==> src/rtl/usb_hid_keyq.sv <==
// HID host to CPU bridge: key event FIFO, saturating mouse accumulators, interrupt.
// Optional typematic repeat is compiled in with `define KEY_REPEAT_EN.
module usb_hid_keyq #(
    parameter int NUM_KEYS      = 4,
    parameter int FIFO_DEPTH    = 8,
    parameter int REPEAT_DELAY  = 12500000,
    parameter int REPEAT_PERIOD = 2500000
) (
    input  logic                  clk_i,
    input  logic                  rst_n_i,
    input  logic                  cs_i,
    input  logic                  r_w_n_i,
    input  logic [3:0]            reg_addr_i,
    input  logic [7:0]            data_i,
    output logic [7:0]            data_o,
    output logic                  irq_o,
    input  logic                  report_i,
    input  logic [1:0]            typ_i,
    input  logic                  conerr_i,
    input  logic [7:0]            key_mod_i,
    input  logic [8*NUM_KEYS-1:0] keys_i,
    input  logic [7:0]            mouse_btn_i,
    input  logic [7:0]            mouse_dx_i,
    input  logic [7:0]            mouse_dy_i
);

    localparam int PTR_W = $clog2(FIFO_DEPTH);
    localparam int CNT_W = PTR_W + 1;
    localparam int IDX_W = (NUM_KEYS > 1) ? $clog2(NUM_KEYS) : 1;

    typedef enum logic {ST_IDLE, ST_SCAN} state_e;

    function automatic logic [7:0] sat8(input logic [7:0] a, input logic [7:0] b);
        logic signed [8:0] s;
        s = $signed({a[7], a}) + $signed({b[7], b});
        if (s > 9'sd127)       return 8'h7F;
        else if (s < -9'sd128) return 8'h80;
        else                   return s[7:0];
    endfunction

    // Bus decode: side effects only on the first cycle of a cs_i assertion
    logic cs_q, access, rd_en, wr_en, ctrl_wr, pop_req, clr_dx, clr_dy, flush;
    assign access  = cs_i & ~cs_q;
    assign rd_en   = access & r_w_n_i;
    assign wr_en   = access & ~r_w_n_i;
    assign ctrl_wr = wr_en && (reg_addr_i == 4'd7);
    assign flush   = ctrl_wr & data_i[1];
    assign pop_req = rd_en && (reg_addr_i == 4'd1);
    assign clr_dx  = rd_en && (reg_addr_i == 4'd5);
    assign clr_dy  = rd_en && (reg_addr_i == 4'd6);

    logic unused_data;
    assign unused_data = ^data_i[7:3];

    logic [NUM_KEYS-1:0][7:0] keys_in;
    assign keys_in = keys_i;

    // Key scan state
    state_e                   state_q, state_d;
    logic [IDX_W-1:0]         idx_q, idx_d;
    logic [NUM_KEYS-1:0][7:0] snap_q, snap_d;
    logic [NUM_KEYS-1:0][7:0] prev_q, prev_d;
    logic [7:0]               snap_mod_q, snap_mod_d;
    logic                     pend_q, pend_d;
    logic                     rollover, seen, scan_push, scan_start;
    logic [7:0]               cur_key;

    always_comb begin
        rollover = 1'b1;
        for (int i = 0; i < NUM_KEYS; i++)
            if (keys_in[i] != 8'h01) rollover = 1'b0;
    end

    assign cur_key = snap_q[idx_q];

    // A slot is new if absent from the last report and not earlier in this one
    always_comb begin
        seen = 1'b0;
        for (int j = 0; j < NUM_KEYS; j++) begin
            if (prev_q[j] == cur_key) seen = 1'b1;
            if (j < int'(idx_q) && snap_q[j] == cur_key) seen = 1'b1;
        end
    end

    assign scan_push = (state_q == ST_SCAN) && (cur_key >= 8'h04) && !seen;

    always_comb begin
        state_d    = state_q;
        idx_d      = idx_q;
        snap_d     = snap_q;
        snap_mod_d = snap_mod_q;
        pend_d     = pend_q;
        prev_d     = prev_q;
        scan_start = 1'b0;
        case (state_q)
            ST_IDLE: begin
                if (report_i || pend_q) begin
                    pend_d = 1'b0;
                    if (typ_i == 2'd1 && !rollover) begin
                        scan_start = 1'b1;
                        snap_d     = keys_in;
                        snap_mod_d = key_mod_i;
                        idx_d      = '0;
                        state_d    = ST_SCAN;
                    end
                end
            end
            ST_SCAN: begin
                if (report_i && typ_i == 2'd1) pend_d = 1'b1;
                if (idx_q == IDX_W'(NUM_KEYS - 1)) begin
                    prev_d  = snap_q;
                    state_d = ST_IDLE;
                end else begin
                    idx_d = idx_q + 1'b1;
                end
            end
            default: state_d = ST_IDLE;
        endcase
        if (typ_i == 2'd0) prev_d = '0;
    end

    // Typematic repeat source
    logic        rpt_push;
    logic [15:0] rpt_data;

`ifdef KEY_REPEAT_EN
    localparam int RPT_MAX = (REPEAT_DELAY > REPEAT_PERIOD) ? REPEAT_DELAY : REPEAT_PERIOD;
    localparam int RPT_W   = (RPT_MAX > 1) ? $clog2(RPT_MAX) : 1;

    logic             rpt_act_q, rpt_act_d, rpt_held;
    logic [7:0]       rpt_key_q, rpt_key_d;
    logic [RPT_W-1:0] rpt_cnt_q, rpt_cnt_d;

    always_comb begin
        rpt_held = 1'b0;
        for (int i = 0; i < NUM_KEYS; i++)
            if (keys_in[i] == rpt_key_q) rpt_held = 1'b1;
    end

    assign rpt_push = rpt_act_q && (rpt_cnt_q == '0) && (typ_i == 2'd1) && !scan_push;
    assign rpt_data = {key_mod_i, rpt_key_q};

    always_comb begin
        rpt_act_d = rpt_act_q;
        rpt_key_d = rpt_key_q;
        rpt_cnt_d = rpt_cnt_q;
        if (rpt_act_q)
            rpt_cnt_d = (rpt_cnt_q == '0) ? RPT_W'(REPEAT_PERIOD - 1) : rpt_cnt_q - 1'b1;
        if ((scan_start && !rpt_held) || typ_i != 2'd1) rpt_act_d = 1'b0;
        // Any fresh push retargets the repeat to that key
        if (scan_push) begin
            rpt_act_d = 1'b1;
            rpt_key_d = cur_key;
            rpt_cnt_d = RPT_W'(REPEAT_DELAY - 1);
        end
    end

    always_ff @(posedge clk_i or negedge rst_n_i) begin
        if (!rst_n_i) begin
            rpt_act_q <= 1'b0;
            rpt_key_q <= 8'h00;
            rpt_cnt_q <= '0;
        end else begin
            rpt_act_q <= rpt_act_d;
            rpt_key_q <= rpt_key_d;
            rpt_cnt_q <= rpt_cnt_d;
        end
    end
`else
    localparam int unused_rpt_cfg = REPEAT_DELAY + REPEAT_PERIOD;
    assign rpt_push = 1'b0;
    assign rpt_data = 16'h0000;
`endif

    // Key event FIFO
    logic [15:0]      mem_q [FIFO_DEPTH];
    logic [PTR_W-1:0] wr_ptr_q, wr_ptr_d, rd_ptr_q, rd_ptr_d;
    logic [CNT_W-1:0] count_q, count_d;
    logic             ovf_q, ovf_d;
    logic             full, empty, pop, push_req, push_ok;
    logic [15:0]      push_data, head;

    assign full      = (count_q == CNT_W'(FIFO_DEPTH));
    assign empty     = (count_q == '0);
    assign pop       = pop_req && !empty;
    assign push_req  = scan_push | rpt_push;
    assign push_data = scan_push ? {snap_mod_q, cur_key} : rpt_data;
    assign push_ok   = push_req && (!full || pop) && !flush;
    assign head      = mem_q[rd_ptr_q];

    always_comb begin
        wr_ptr_d = wr_ptr_q;
        rd_ptr_d = rd_ptr_q;
        count_d  = count_q;
        ovf_d    = ovf_q;
        if (flush) begin
            wr_ptr_d = '0;
            rd_ptr_d = '0;
            count_d  = '0;
        end else begin
            if (push_ok) wr_ptr_d = wr_ptr_q + 1'b1;
            if (pop)     rd_ptr_d = rd_ptr_q + 1'b1;
            count_d = count_q + CNT_W'(push_ok) - CNT_W'(pop);
        end
        if (ctrl_wr && data_i[2]) ovf_d = 1'b0;
        if (push_req && !push_ok && !flush) ovf_d = 1'b1;
    end

    always_ff @(posedge clk_i) begin
        if (push_ok) mem_q[wr_ptr_q] <= push_data;
    end

    // Mouse accumulators; a same-cycle clear-by-read leaves just the new delta
    logic [7:0] acc_dx_q, acc_dx_d, acc_dy_q, acc_dy_d, dx_base, dy_base;
    logic       mouse_new_q, mouse_new_d, mouse_upd;
    logic       irq_en_q, irq_en_d, irq_q;

    assign mouse_upd = report_i && (typ_i == 2'd2);
    assign dx_base   = clr_dx ? 8'h00 : acc_dx_q;
    assign dy_base   = clr_dy ? 8'h00 : acc_dy_q;

    always_comb begin
        acc_dx_d    = mouse_upd ? sat8(dx_base, mouse_dx_i) : dx_base;
        acc_dy_d    = mouse_upd ? sat8(dy_base, mouse_dy_i) : dy_base;
        mouse_new_d = mouse_upd ? 1'b1 : (clr_dx ? 1'b0 : mouse_new_q);
        irq_en_d    = ctrl_wr ? data_i[0] : irq_en_q;
    end

    always_ff @(posedge clk_i or negedge rst_n_i) begin
        if (!rst_n_i) begin
            cs_q        <= 1'b0;
            state_q     <= ST_IDLE;
            idx_q       <= '0;
            snap_q      <= '0;
            snap_mod_q  <= 8'h00;
            pend_q      <= 1'b0;
            prev_q      <= '0;
            wr_ptr_q    <= '0;
            rd_ptr_q    <= '0;
            count_q     <= '0;
            ovf_q       <= 1'b0;
            acc_dx_q    <= 8'h00;
            acc_dy_q    <= 8'h00;
            mouse_new_q <= 1'b0;
            irq_en_q    <= 1'b0;
            irq_q       <= 1'b0;
        end else begin
            cs_q        <= cs_i;
            state_q     <= state_d;
            idx_q       <= idx_d;
            snap_q      <= snap_d;
            snap_mod_q  <= snap_mod_d;
            pend_q      <= pend_d;
            prev_q      <= prev_d;
            wr_ptr_q    <= wr_ptr_d;
            rd_ptr_q    <= rd_ptr_d;
            count_q     <= count_d;
            ovf_q       <= ovf_d;
            acc_dx_q    <= acc_dx_d;
            acc_dy_q    <= acc_dy_d;
            mouse_new_q <= mouse_new_d;
            irq_en_q    <= irq_en_d;
            irq_q       <= irq_en_q & (~empty | mouse_new_q);
        end
    end

    assign irq_o = irq_q;

    always_comb begin
        data_o = 8'h00;
        case (reg_addr_i)
            4'd0: data_o = {irq_en_q, conerr_i, typ_i, ovf_q, mouse_new_q, full, ~empty};
            4'd1: data_o = empty ? 8'h00 : head[7:0];
            4'd2: data_o = empty ? 8'h00 : head[15:8];
            4'd3: data_o = 8'(count_q);
            4'd4: data_o = mouse_btn_i;
            4'd5: data_o = acc_dx_q;
            4'd6: data_o = acc_dy_q;
            default: data_o = 8'h00;
        endcase
    end

endmodule
==> config.mk <==
export PLATFORM = sky130hd
export DESIGN_NAME = usb_hid_keyq
export DESIGN_NICKNAME = d
export VERILOG_FILES = /design/src/rtl/usb_hid_keyq.sv
export SDC_FILE = /design/constraint.sdc
export NUM_CORES = 1
export LEC_CHECK = 0
export BUFFER_PORTS_ARGS = -buffer_cell sky130_fd_sc_hd__buf_2
export CORE_ASPECT_RATIO = 0.7
export CORE_MARGIN = 5
export CORE_UTILIZATION = 35
export DETAILED_ROUTE_END_ITERATION = 8
export GPL_TIMING_DRIVEN = 0
export PLACE_DENSITY = 0.61
export SLEW_MARGIN = 20
export SYNTH_ARGS = -nofsm -noshare
export SYNTH_HDL_FRONTEND = slang
export SYNTH_SLANG_ARGS = --single-unit
==> constraint.sdc <==
create_clock -name clk_i -period 7.8 [get_ports clk_i]
set_input_delay 0.39 -clock clk_i [delete_from_list [all_inputs] [get_ports clk_i]]
set_output_delay 0.39 -clock clk_i [all_outputs]
set_load 0.01 [all_outputs]
# [Word-level counts from Yosys, hierarchy flattened]
# Memory sizes are Yosys's and may differ from the RTL's.
# Cells that the tools add are included.
[word_totals] word_cells=164 register_bits=107 n_memories=1 mem_bits_rw=128
[classes] muxes=50 bitwise=10 n_lt_le_gt_ge=9 add_sub_neg=7 n_reduce_logical=39 eq_ne=26
[memory_table] memory="mem_q" depth=8 word_bits=16 read_ports=1 rd_ports_with_merged_regs=0 write_ports=1 line_no="176" text="logic [15:0] mem_q [FIFO_DEPTH];"
[op_table] op="32-bit two-way mux" n=3
[op_table] op="8-bit two-way mux" n=11
[op_table] op="8-bit equality test" n=7
[op_table] op="8-bit one-hot mux with 7 select lines" n=1
[op_table] op="8-bit by 1-bit inequality test with 1-bit output, second input constant" n=4
[op_table] op="1-bit two-way mux" n=22
[op_table] op="8-bit by 8-bit adder with 9-bit output" n=2
[op_table] op="9-bit by 8-bit > comparator with 1-bit output, second input constant" n=2
[op_table] op="1-bit logical AND" n=18
[op_table] op="9-bit by 8-bit less-than comparator with 1-bit output, second input constant" n=2
[op_table] op="8-bit binary-select mux with 2-bit select" n=1
[op_table] op="4-bit by 3-bit equality test with 1-bit output, second input constant" n=4
[op_table] op="16-bit two-way mux" n=1
[op_table] op="3-bit two-way mux" n=4
[op_table] op="2-bit nonzero test" n=6
[op_table] op="4-bit by 2-bit equality test with 1-bit output, second input constant" n=2
[op_table] op="8-bit by 3-bit greater-or-equal comparator with 1-bit output, second input constant" n=1
[op_table] op="4-bit zero test" n=2
[op_table] op="3-bit by 1-bit adder with 3-bit output, second input constant" n=2
[op_table] op="1-bit zero test" n=6
[op_table] op="2-bit two-way mux" n=3
[op_table] op="2-bit inequality test, second input constant" n=3
[op_table] op="3-bit AND reduction" n=2
[op_table] op="1-bit bitwise AND" n=5
[op_table] op="other kinds (19)" n=27

# [Longest topological paths before layout]
# Gate-level depths: netlist of run 1.
[depth] ltp_word=18 depth_mapped=18

# [Worst setup path after synthesis of run 1]
# No wires, ideal clock.
[synth_timing] path_kind="register to register" from="register idx_q[0]" to="memory mem_q[0][0], enable pin" arrival_ps=3707 path_stages_with_launch=13 required_time_ps=7370 synth_period_minus_slack_ps=4138 path_buffers=4 path_slack_ps=3662 path_cell_list="dfrtp_1 -> buf_6 -> buf_12 -> buf_6 -> buf_6 -> mux2i_1 -> xnor2_1 -> nor2_1 -> a41oi_1 -> o22ai_1 -> nor4_4 -> nand3_4 -> nor4_1"
[synth_via] elab_chain_len=16 word_cells_on_any_way=30 classes_between="4 x order compare; 7 x eq/ne; 11 x mux; 8 x reduce/logical"
[synth_lines] element="from (decl)" line_no="60" text="logic [IDX_W-1:0] idx_q, idx_d;"
[synth_lines] element="from (signal assigned)" line_no="250" text="idx_q <= idx_d;"
[synth_lines] element="8-bit binary-select mux with 2-bit select" line_no="74" text="assign cur_key = snap_q[idx_q];"
[synth_lines] element="8-bit two-way mux (implied by the code)" line_no="74"
[synth_lines] element="8-bit equality test (on tied branches)" line_no="80, 81"
[synth_lines] element="1-bit two-way mux or 1-bit logical AND (tied branches)" line_no="80, 81"
[synth_lines] element="1-bit two-way mux" line_no="81" text="if (j < int'(idx_q) && snap_q[j] == cur_key) seen = 1'b1;"
[synth_lines] element="1-bit two-way mux" line_no="80" text="if (prev_q[j] == cur_key) seen = 1'b1;"
[synth_lines] element="1-bit two-way mux" line_no="81"
[synth_lines] element="1-bit two-way mux" line_no="80"
[synth_lines] element="1-bit two-way mux" line_no="81"
[synth_lines] element="1-bit two-way mux" line_no="80"
[synth_lines] element="1-bit zero test" line_no="85" text="assign scan_push = (state_q == ST_SCAN) && (cur_key >= 8'h04) && !seen;"
[synth_lines] element="1-bit logical AND (*)" line_no="85"
[synth_lines] element="1-bit logical AND (*) (2 in series)" line_no="188" text="assign push_ok = push_req && (!full || pop) && !flush;"
[synth_lines] element="1-bit two-way mux (*)" line_no="210" text="if (push_ok) mem_q[wr_ptr_q] <= push_data;"
[synth_lines] element="1-bit two-way mux (implied by the code) (*)" line_no="210"
[synth_lines] element="to (decl)" line_no="176"
# Mark *: on every way between the ends. The rest lies on a longest branch, timed or not. The select of a mux whose other input is x is not followed.

# [Final worst setup path of run 1]
[layout_timing] from="input port cs_i" to="register acc_dy_q[4]"
[layout_via] elab_chain_len=9 word_cells_on_any_way=10 classes_between="1 x add/sub; 2 x order compare; 4 x mux; 2 x bitwise; 1 x reduce/logical"
[layout_lines] element="from (decl)" line_no="11" text="input logic cs_i,"
[layout_lines] element="1-bit bitwise AND (*)" line_no="43" text="assign access = cs_i & ~cs_q;"
[layout_lines] element="1-bit bitwise AND (*)" line_no="44" text="assign rd_en = access & r_w_n_i;"
[layout_lines] element="1-bit logical AND (*)" line_no="50" text="assign clr_dy = rd_en && (reg_addr_i == 4'd6);"
[layout_lines] element="8-bit two-way mux (*)" line_no="220" text="assign dy_base = clr_dy ? 8'h00 : acc_dy_q;"
[layout_lines] element="8-bit by 8-bit adder with 9-bit output" line_no="35" text="s = $signed({a[7], a}) + $signed({b[7], b});"
[layout_lines] element="9-bit by 8-bit less-than comparator with 1-bit output" line_no="37" text="else if (s < -9'sd128) return 8'h80;"
[layout_lines] element="8-bit two-way mux" line_no="37"
[layout_lines] element="8-bit two-way mux" line_no="36" text="if (s > 9'sd127) return 8'h7F;"
[layout_lines] element="8-bit two-way mux (*)" line_no="224" text="acc_dy_d = mouse_upd ? sat8(dy_base, mouse_dy_i) : dy_base;"
[layout_lines] element="via acc_dy_d[4]" line_no="214" text="logic [7:0] acc_dx_q, acc_dx_d, acc_dy_q, acc_dy_d, dx_base, dy_base;"
[layout_lines] element="to (signal assigned)" line_no="260" text="acc_dy_q <= acc_dy_d;"
[layout_lines] element="to (decl)" line_no="214"
# Mark *: on every way through the listed nets, which the timed path passes. The rest lies on a longest branch.
# A chain may end at the register's enable or synchronous reset.

==> impl_results.md, run 1 <==
* RR Startpoint: idx_q[0]
* Final core occ at 41.43%
* RSZ-0062 raised after global routing: no
* Clock sinks at 235
* CTS Root Cell: clkbuf_16
* Fill count at 3153
* Hold worst-path end: snap_mod_q[1]
* Type of the tightest min-delay check: in2reg
* N_diodes at 0
* Status: finished, final reports clean
* Fmax at 243.8 MHz
* Final cycle utilization of the critical path at 52.59%
* Crit path DAT at 4.51 ns
* Post-DP Area at 13080 um^2
* Final Net Count at 1104
* Top cell type's share of synthesized area at 32.33%
* Post-synthesis register bit count at 235
* Setup WS pre-CTS at 3.335 ns
* Wire length per cell at 20.80 um
* WHS at 0.08672 ns
* DRC viols at 0
* Capturing point of the worst reg2reg path: mem_q[0][8]
* Pwr Total at 5.687 mW
* GPL Wtd Cong at 0.8388
* Post-synth top cells: edfxtp_1 (128), dfrtp_1 (107), xnor2_1 (50)
* Area contributors post-synth: edfxtp_1 (32%), dfrtp_1 (23%), mux4_2 (7.6%)
* EDFF count, synth at 128
* Starting Density at 35.49%
* Die X at 230.3 um
* Core ar. at 33490 um^2
* Main flop type after synthesis: edfxtp_1
* Initial drt markers at 569
* Port Buffers at 87
* Max Slew Vio Count at 0
* Setup crit end kind: register
* Clock network power share at 20.0%
* HP Start: key_mod_i[1]
* Count of different cell masters after synthesis at 68
* CTS tree: built
* Crit path time final at 4.102 ns
* WS Path Type: in2reg
* Worst Max-Slew Pin Slew at 1.102 ns
* Setup violations, final at 0
* Crit Path Max Fanout at 8
* Total clock buffers created by CTS at 24
* Detailed-route wire length at 30.04 mm
* Initial DRT Pass Iterations at 5
* CTS Buffer Depth at 3
* Leak at 5.431 nW
* Worst Path Required at 8.21 ns
* Psw at 2.097 mW
* DIE AREA at 37810 um^2
* DP Wirelength at 21.99 mm
* Hold path cells at 2
* Fin. Hold Viols at 0
* Max cap viols at 0
* Biggest area consumer among synthesized cells: edfxtp_1
* Gate Count Post-Synth at 862
* Net switching fraction of the power at 36.88%
* Final instance area at 13870 um^2
* Max rail drop VDD at 0.2098 mV
* Register area share after synthesis at 54.86%
* Reg-to-reg slack, setup at 3.71 ns
* Vias per Instance at 5.323
* Total GRT Usage at 15.68%
* Layout Cells excl Fill at 1444
* Slew HR at 26.50%
* Initial antenna violation count at 0
* Setup TNS at 0 ns
* Skew-Pair Late Insertion Delay at 0.54 ns
* Placed cells at 1398
* Via count at 7687
* First-pass GRT wire length at 46.18 mm
* H-tree depth at 1
* Syn-to-layout area delta at 16.71%
* Post-Syn Nets at 975
* Die span in y at 164.2 um
* Yosys synthesis warning count at 0
* Clock Skews at 0.02253 ns
* Syn avg cell area at 13.79 um^2
* Combinational share of power at 42.7%
* Floorplan row count at 56
* Vias in the first global route at 7649
* Pin count of the biggest net entering global routing at 58
* Share of cells above drive strength 1 at 24.88%
* Int Power at 3.589 mW
* Grt total ovfl at 0
* CTS clk-pin slew, worst paths at 0.06 ns
* Post CTS Setup Buffer Count at 0
* Setup slack after layout at 3.698 ns
* Ys async rst share at 45.53%
* FF-to-FF path depth at 14
* Pwr dens at 409.9 nW/um^2
* Antenna Nets Post-Route at 0
* Mapped cell area at 11890 um^2
* Reg power frac at 37.3%
* Count leader, synth: edfxtp_1
* Number of I/O pins at 93
* Critical Path Start Type: primary input
==> cells in the final DEF (no fill, tap or decap), types with 4 or more instances in the layout <==
master / instances
nor2_1: 24
and3b_1: 4
ha_1: 26
clkbuf_16: 24
nand3_1: 13
o21a_1: 6
a21o_1: 10
xor2_1: 37
buf_4: 5
nor2b_1: 4
edfxtp_1: 128
buf_6: 11
and2_1: 36
o21ai_0: 23
a22o_1: 36
mux2_2: 47
clkbuf_1: 37
nand3b_1: 5
mux2i_1: 43
nand2b_1: 6
nor4b_1: 4
buf_1: 10
xnor2_1: 50
o22ai_1: 9
mux4_2: 40
inv_1: 16
dfrtp_1: 107
nor4_1: 10
buf_2: 92
nand2_1: 33
a221oi_1: 4
clkinv_2: 4
nand4_1: 10
a21oi_1: 20
clkinv_1: 4
==> power by group through the flow <==
stage	clock (mW)	sequential (mW)	combinational [mW]
floorplan	0	2.02	1.82
global placement	0	2.14	2.31
detailed placement	0	2.14	2.42
CTS	1.16	2.12	2.44
global route	1.21	2.16	2.66
finish	1.14	2.12	2.43
==> state kept, by name, indices dropped and copies added (netlist names), 2 cells and up <==
| register | flops |
|---|---|
| snap_q | 32 |
| prev_q | 32 |
| mem_q | 128 |
| wr_ptr_q | 3 |
| acc_dx_q | 8 |
| count_q | 4 |
| acc_dy_q | 8 |
| rd_ptr_q | 3 |
| idx_q | 2 |
| snap_mod_q | 8 |
==> layout make-up <==
class	instances	area, um^2	share of cell area, %
timing repair buffer	103	614.3	4.428
sequential	235	6521	47.00
clock inverter	11	111.4	0.8026
buffer	53	254.0	1.831
inverter	17	63.81	0.4599
multi-input combinational	557	5101	36.77
clock buffer	33	664.4	4.789
tap	435	544.3	3.923
==> what timing repair did <==
item,CTS,global route
resized for setup,0,0
hold buffers,2,0
endpoints found under the hold margin,51,0
endpoints found under the setup margin,0,0
==> worst max path at each step <==
stage | from | end | slack [ns]
2_1_floorplan | idx_q[0] | mem_q[0][0] | 3.66
3_3_place_gp | idx_q[0] | mem_q[0][1] | 1.63
3_5_place_dp | reg_addr_i[2] | acc_dy_q[2] | 3.34
4_1_cts | idx_q[0] | mem_q[0][8] | 3.72
5_1_grt | cs_i | acc_dy_q[2] | 3.47
6_report | cs_i | acc_dy_q[4] | 3.70
==> worst max-delay path, cell delays in order <==
cell	delay, ns
dlygate4sd3_1	0.54
buf_2	0.12
and3b_1	0.22
nand4_1	0.32
and2_1	0.32
ha_1	0.23
fa_1	0.42
a21o_1	0.17
a21oi_1	0.23
nor2b_1	0.10
o31a_1	0.28
or4b_1	0.51
o21ai_1	0.24
o21ai_0	0.13
mux2_2	0.29
==> metal layers <==
metal,GRT usage [%],vias to the layer above,wire [um]
met5,0,-,0
met4,2.471,0,422
met3,3.352,39,2076
met2,22.82,230,12820
met1,24.48,3885,14720
li1,-,3533,-
==> logic make-up after synthesis <==
kind of cell,after synthesis,synth area share (%)
muxes,130,15.65
and+or+nand+nor,174,8.704
buffers and inverters,70,2.663
xor gates and xnor gates,87,6.410
AOI/OAI and AO/OA,136,8.389
DFF,235,54.86
adders and majority gates,30,3.326
Note: power is estimated with default switching activity, not from simulation.
==> run 2: changes to the inputs <==
clock period = 3.9 ns   (was 7.8 ns; I/O delays follow)
==> run 2 against run 1 <==
Compared with the run above: combinational power up 110%; sequential share of layout area down 1.8 points; critical path depth is 2 higher; global-route usage grew 0.11 points; critical path type is now reg2reg; flip-flop and latch count unchanged; clock power grew 100%; sequential power rose by 100%; final area rose by 3.9%.
==> impl_results.md, run 2 (synthesis gave the netlist of run 1 again) <==
* Crit path DAT at 4.12 ns (-0.39 ns)
* Clock network power share at 19.8% (-0.2 points)
* Starting Density at 35.49% (unchanged)
* Largest regs: mem_q: 128 flops, prev_q: 32 flops, snap_q: 32 flops
* Detailed-route wire length at 30.23 mm (+0.63%)
* Vias in the first global route at 7977 (+4.3%)
* CTS tree: built
* Reg with most FFs: mem_q
* Via count at 7922 (+3.1%)
* RR Startpoint: idx_q[0]
* Die X at 230.3 um (unchanged)
* Max cap viols at 0 (unchanged)
* Largest register FFs at 128 (unchanged)
* Reg-to-reg slack, setup at 0.17 ns (-3.54 ns)
* Beginning of the critical path: idx_q[0]
* Psw at 4.254 mW (+100%)
* Floorplan row count at 56 (unchanged)
* GPL Wtd Cong at 0.8601 (+2.5%)
* Vias per Instance at 5.295 (-0.53%)
* Pwr dens at 805.1 nW/um^2 (+96%)
* Antenna Nets Post-Route at 0 (unchanged)
* Core ar. at 33490 um^2 (unchanged)
* CTS Buffer Depth at 3 (unchanged)
* Fmax at 268.1 MHz
* Share of cells above drive strength 1 at 25.35% (+0.48 points)
* Reg power frac at 36.5% (-0.8 points)
* First-pass GRT wire length at 47.36 mm (+2.6%)
* Max rail drop VDD at 0.4056 mV (+93%)
* Most common cell after layout, fill and taps aside: edfxtp_1
* Initial DRT Pass Iterations at 5 (unchanged)
* Number of I/O pins at 93 (unchanged)
* N_diodes at 0 (unchanged)
* Final Net Count at 1157 (+4.8%)
* Int Power at 7.354 mW (+100%)
* Final cycle utilization of the critical path at 95.63%
* Max Slew Vio Count at 0 (unchanged)
* Final core occ at 43.05% (+1.6 points)
* Clock sinks at 235 (unchanged)
* Fin. Hold Viols at 0 (unchanged)
* Combinational share of power at 43.7% (+1.0 points)
* Total GRT Usage at 15.79% (+0.11 points)
* CTS clk-pin slew, worst paths at 0.07 ns (about the same)
* Worst Max-Slew Pin Slew at 0.9771 ns (-0.1253 ns)
* Grt total ovfl at 0 (unchanged)
* Leak at 5.663 nW (+4.3%)
* Clock Skews at 0.03153 ns (+0.009000 ns)
* Type of the tightest min-delay check: in2reg
* Slew HR at 34.86% (+8.4 points)
* Crit Path Max Fanout at 10 (+2)
* Setup violations, final at 0 (unchanged)
* DIE AREA at 37810 um^2 (unchanged)
* Skew-Pair Late Insertion Delay at 0.52 ns (-0.02 ns)
* WHS at 0.009909 ns (-0.07681 ns)
* CTS Root Cell: clkbuf_16
* WS Path Type: reg2reg
* Commonest non-fill, non-tap cells in the layout: edfxtp_1 (128), dfrtp_1 (107), buf_2 (91)
* Crit path time final at 3.730 ns
* DP Wirelength at 21.78 mm (-0.94%)
* Setup crit end kind: register
* Status: finished, final reports clean
* Net switching fraction of the power at 36.64% (-0.24 points)
* Pin count of the biggest net entering global routing at 63 (+8.6%)
* H-tree depth at 1 (unchanged)
* Wire length per cell at 20.21 um (-2.9%)
* End of the critical path: count_q[2]
* Initial drt markers at 628 (+10%)
* Port Buffers at 87 (unchanged)
* FF-to-FF path depth at 17 (+3)
* Capturing point of the worst reg2reg path: count_q[2]
* Critical Path Start Type: register
* DRC viols at 0 (unchanged)
* Total clock buffers created by CTS at 23 (-4.2%)
* Hold path cells at 3 (+1)
* Die span in y at 164.2 um (unchanged)
* Syn-to-layout area delta at 21.28%
* Worst Path Required at 4.29 ns (-3.92 ns)
* Initial antenna violation count at 0 (unchanged)
[run 2: cell types whose count changed in the layout (fill, tap and decap cells not counted), sizes merged]
cell and delta:
clkinvlp +1, buf +10, bufinv +2, clkbuf -1, inv +1, clkinv -2, dlygate4sd3 +41
[run 2: worst max-delay path: stages (launching register included)]
cell	delay [ns]
dfrtp_1	0.38
buf_6	0.15
buf_12	0.15
buf_8	0.16
buf_8	0.15
mux2i_2	0.23
xnor2_1	0.16
nor2_1	0.08
a41oi_2	0.30
o22ai_2	0.14
nor4_4	0.32
nand3_4	0.18
ha_1	0.32
inv_1	0.04
ha_1	0.20
fa_1	0.39
xnor2_1	0.18
nor2_1	0.06
[run 2: per-layer routing]
| metal | vias to the layer above | wire length [um] | GRT usage, % |
|---|---|---|---|
| met5 | - | 0 | 0 |
| met4 | 0 | 301 | 1.982 |
| met3 | 26 | 2146 | 3.560 |
| met2 | 252 | 12900 | 23.45 |
| met1 | 4005 | 14880 | 24.35 |
| li1 | 3639 | - | - |
[run 2: area by class of cell]
class / instances / area (um^2)
plain buffers: 53 / 264.0
well taps: 435 / 544.3
repair buffers: 157 / 1121
fillers: 3033 / 19070
flip-flops and latches: 235 / 6521
inverters: 17 / 63.81
clock inverters: 13 / 170.2
clock buffers: 29 / 598.1
multi-input cells: 557 / 5135
[run 2: worst min path at each step]
stage,end,from
final,ovf_q,data_i[2]
after global routing,ovf_q,data_i[2]
after CTS,ovf_q,data_i[2]
after detailed placement,snap_q[22],rst_n_i
after global placement,cs_q,cs_i
after floorplan,acc_dx_q[0],rst_n_i
[run 2: power by group through the flow]
stage	registers, mW	logic [mW]	clock network, mW
2_1_floorplan	4.04	3.64	0
3_3_place_gp	4.28	4.62	0
3_5_place_dp	4.27	4.83	0
4_1_cts	4.23	4.96	2.33
5_1_grt	4.31	5.56	2.46
6_report	4.23	5.07	2.30
[run 2: through the flow]
| step | setup TNS (ns) | instances | setup WS (ns) | total power [mW] | area, um^2 |
|---|---|---|---|---|---|
| final | 0 | 1496 | 0.1702 | 11.61 | 14420 |
| after global routing | -0.01496 | 1496 | -0.01198 | 12.33 | 14420 |
| after CTS | 0 | 1487 | 0.02314 | 11.52 | 14310 |
| after detailed placement | -6.005 | 1395 | -0.3726 | 9.104 | 13060 |
| after global placement | -120.84 | 1384 | -1.399 | 8.900 | 12870 |
| after floorplan | 0 | 862 | 0.1680 | 7.675 | 11890 |
[run 2: timing repair]
item                       in CTS  in global routing
resized for setup               0                 13
setup endpoints to repair      40                 72
hold endpoints to repair       87                  0
hold buffers                   43                  0
buffers inserted                7                  9
pin swaps                       3                  7
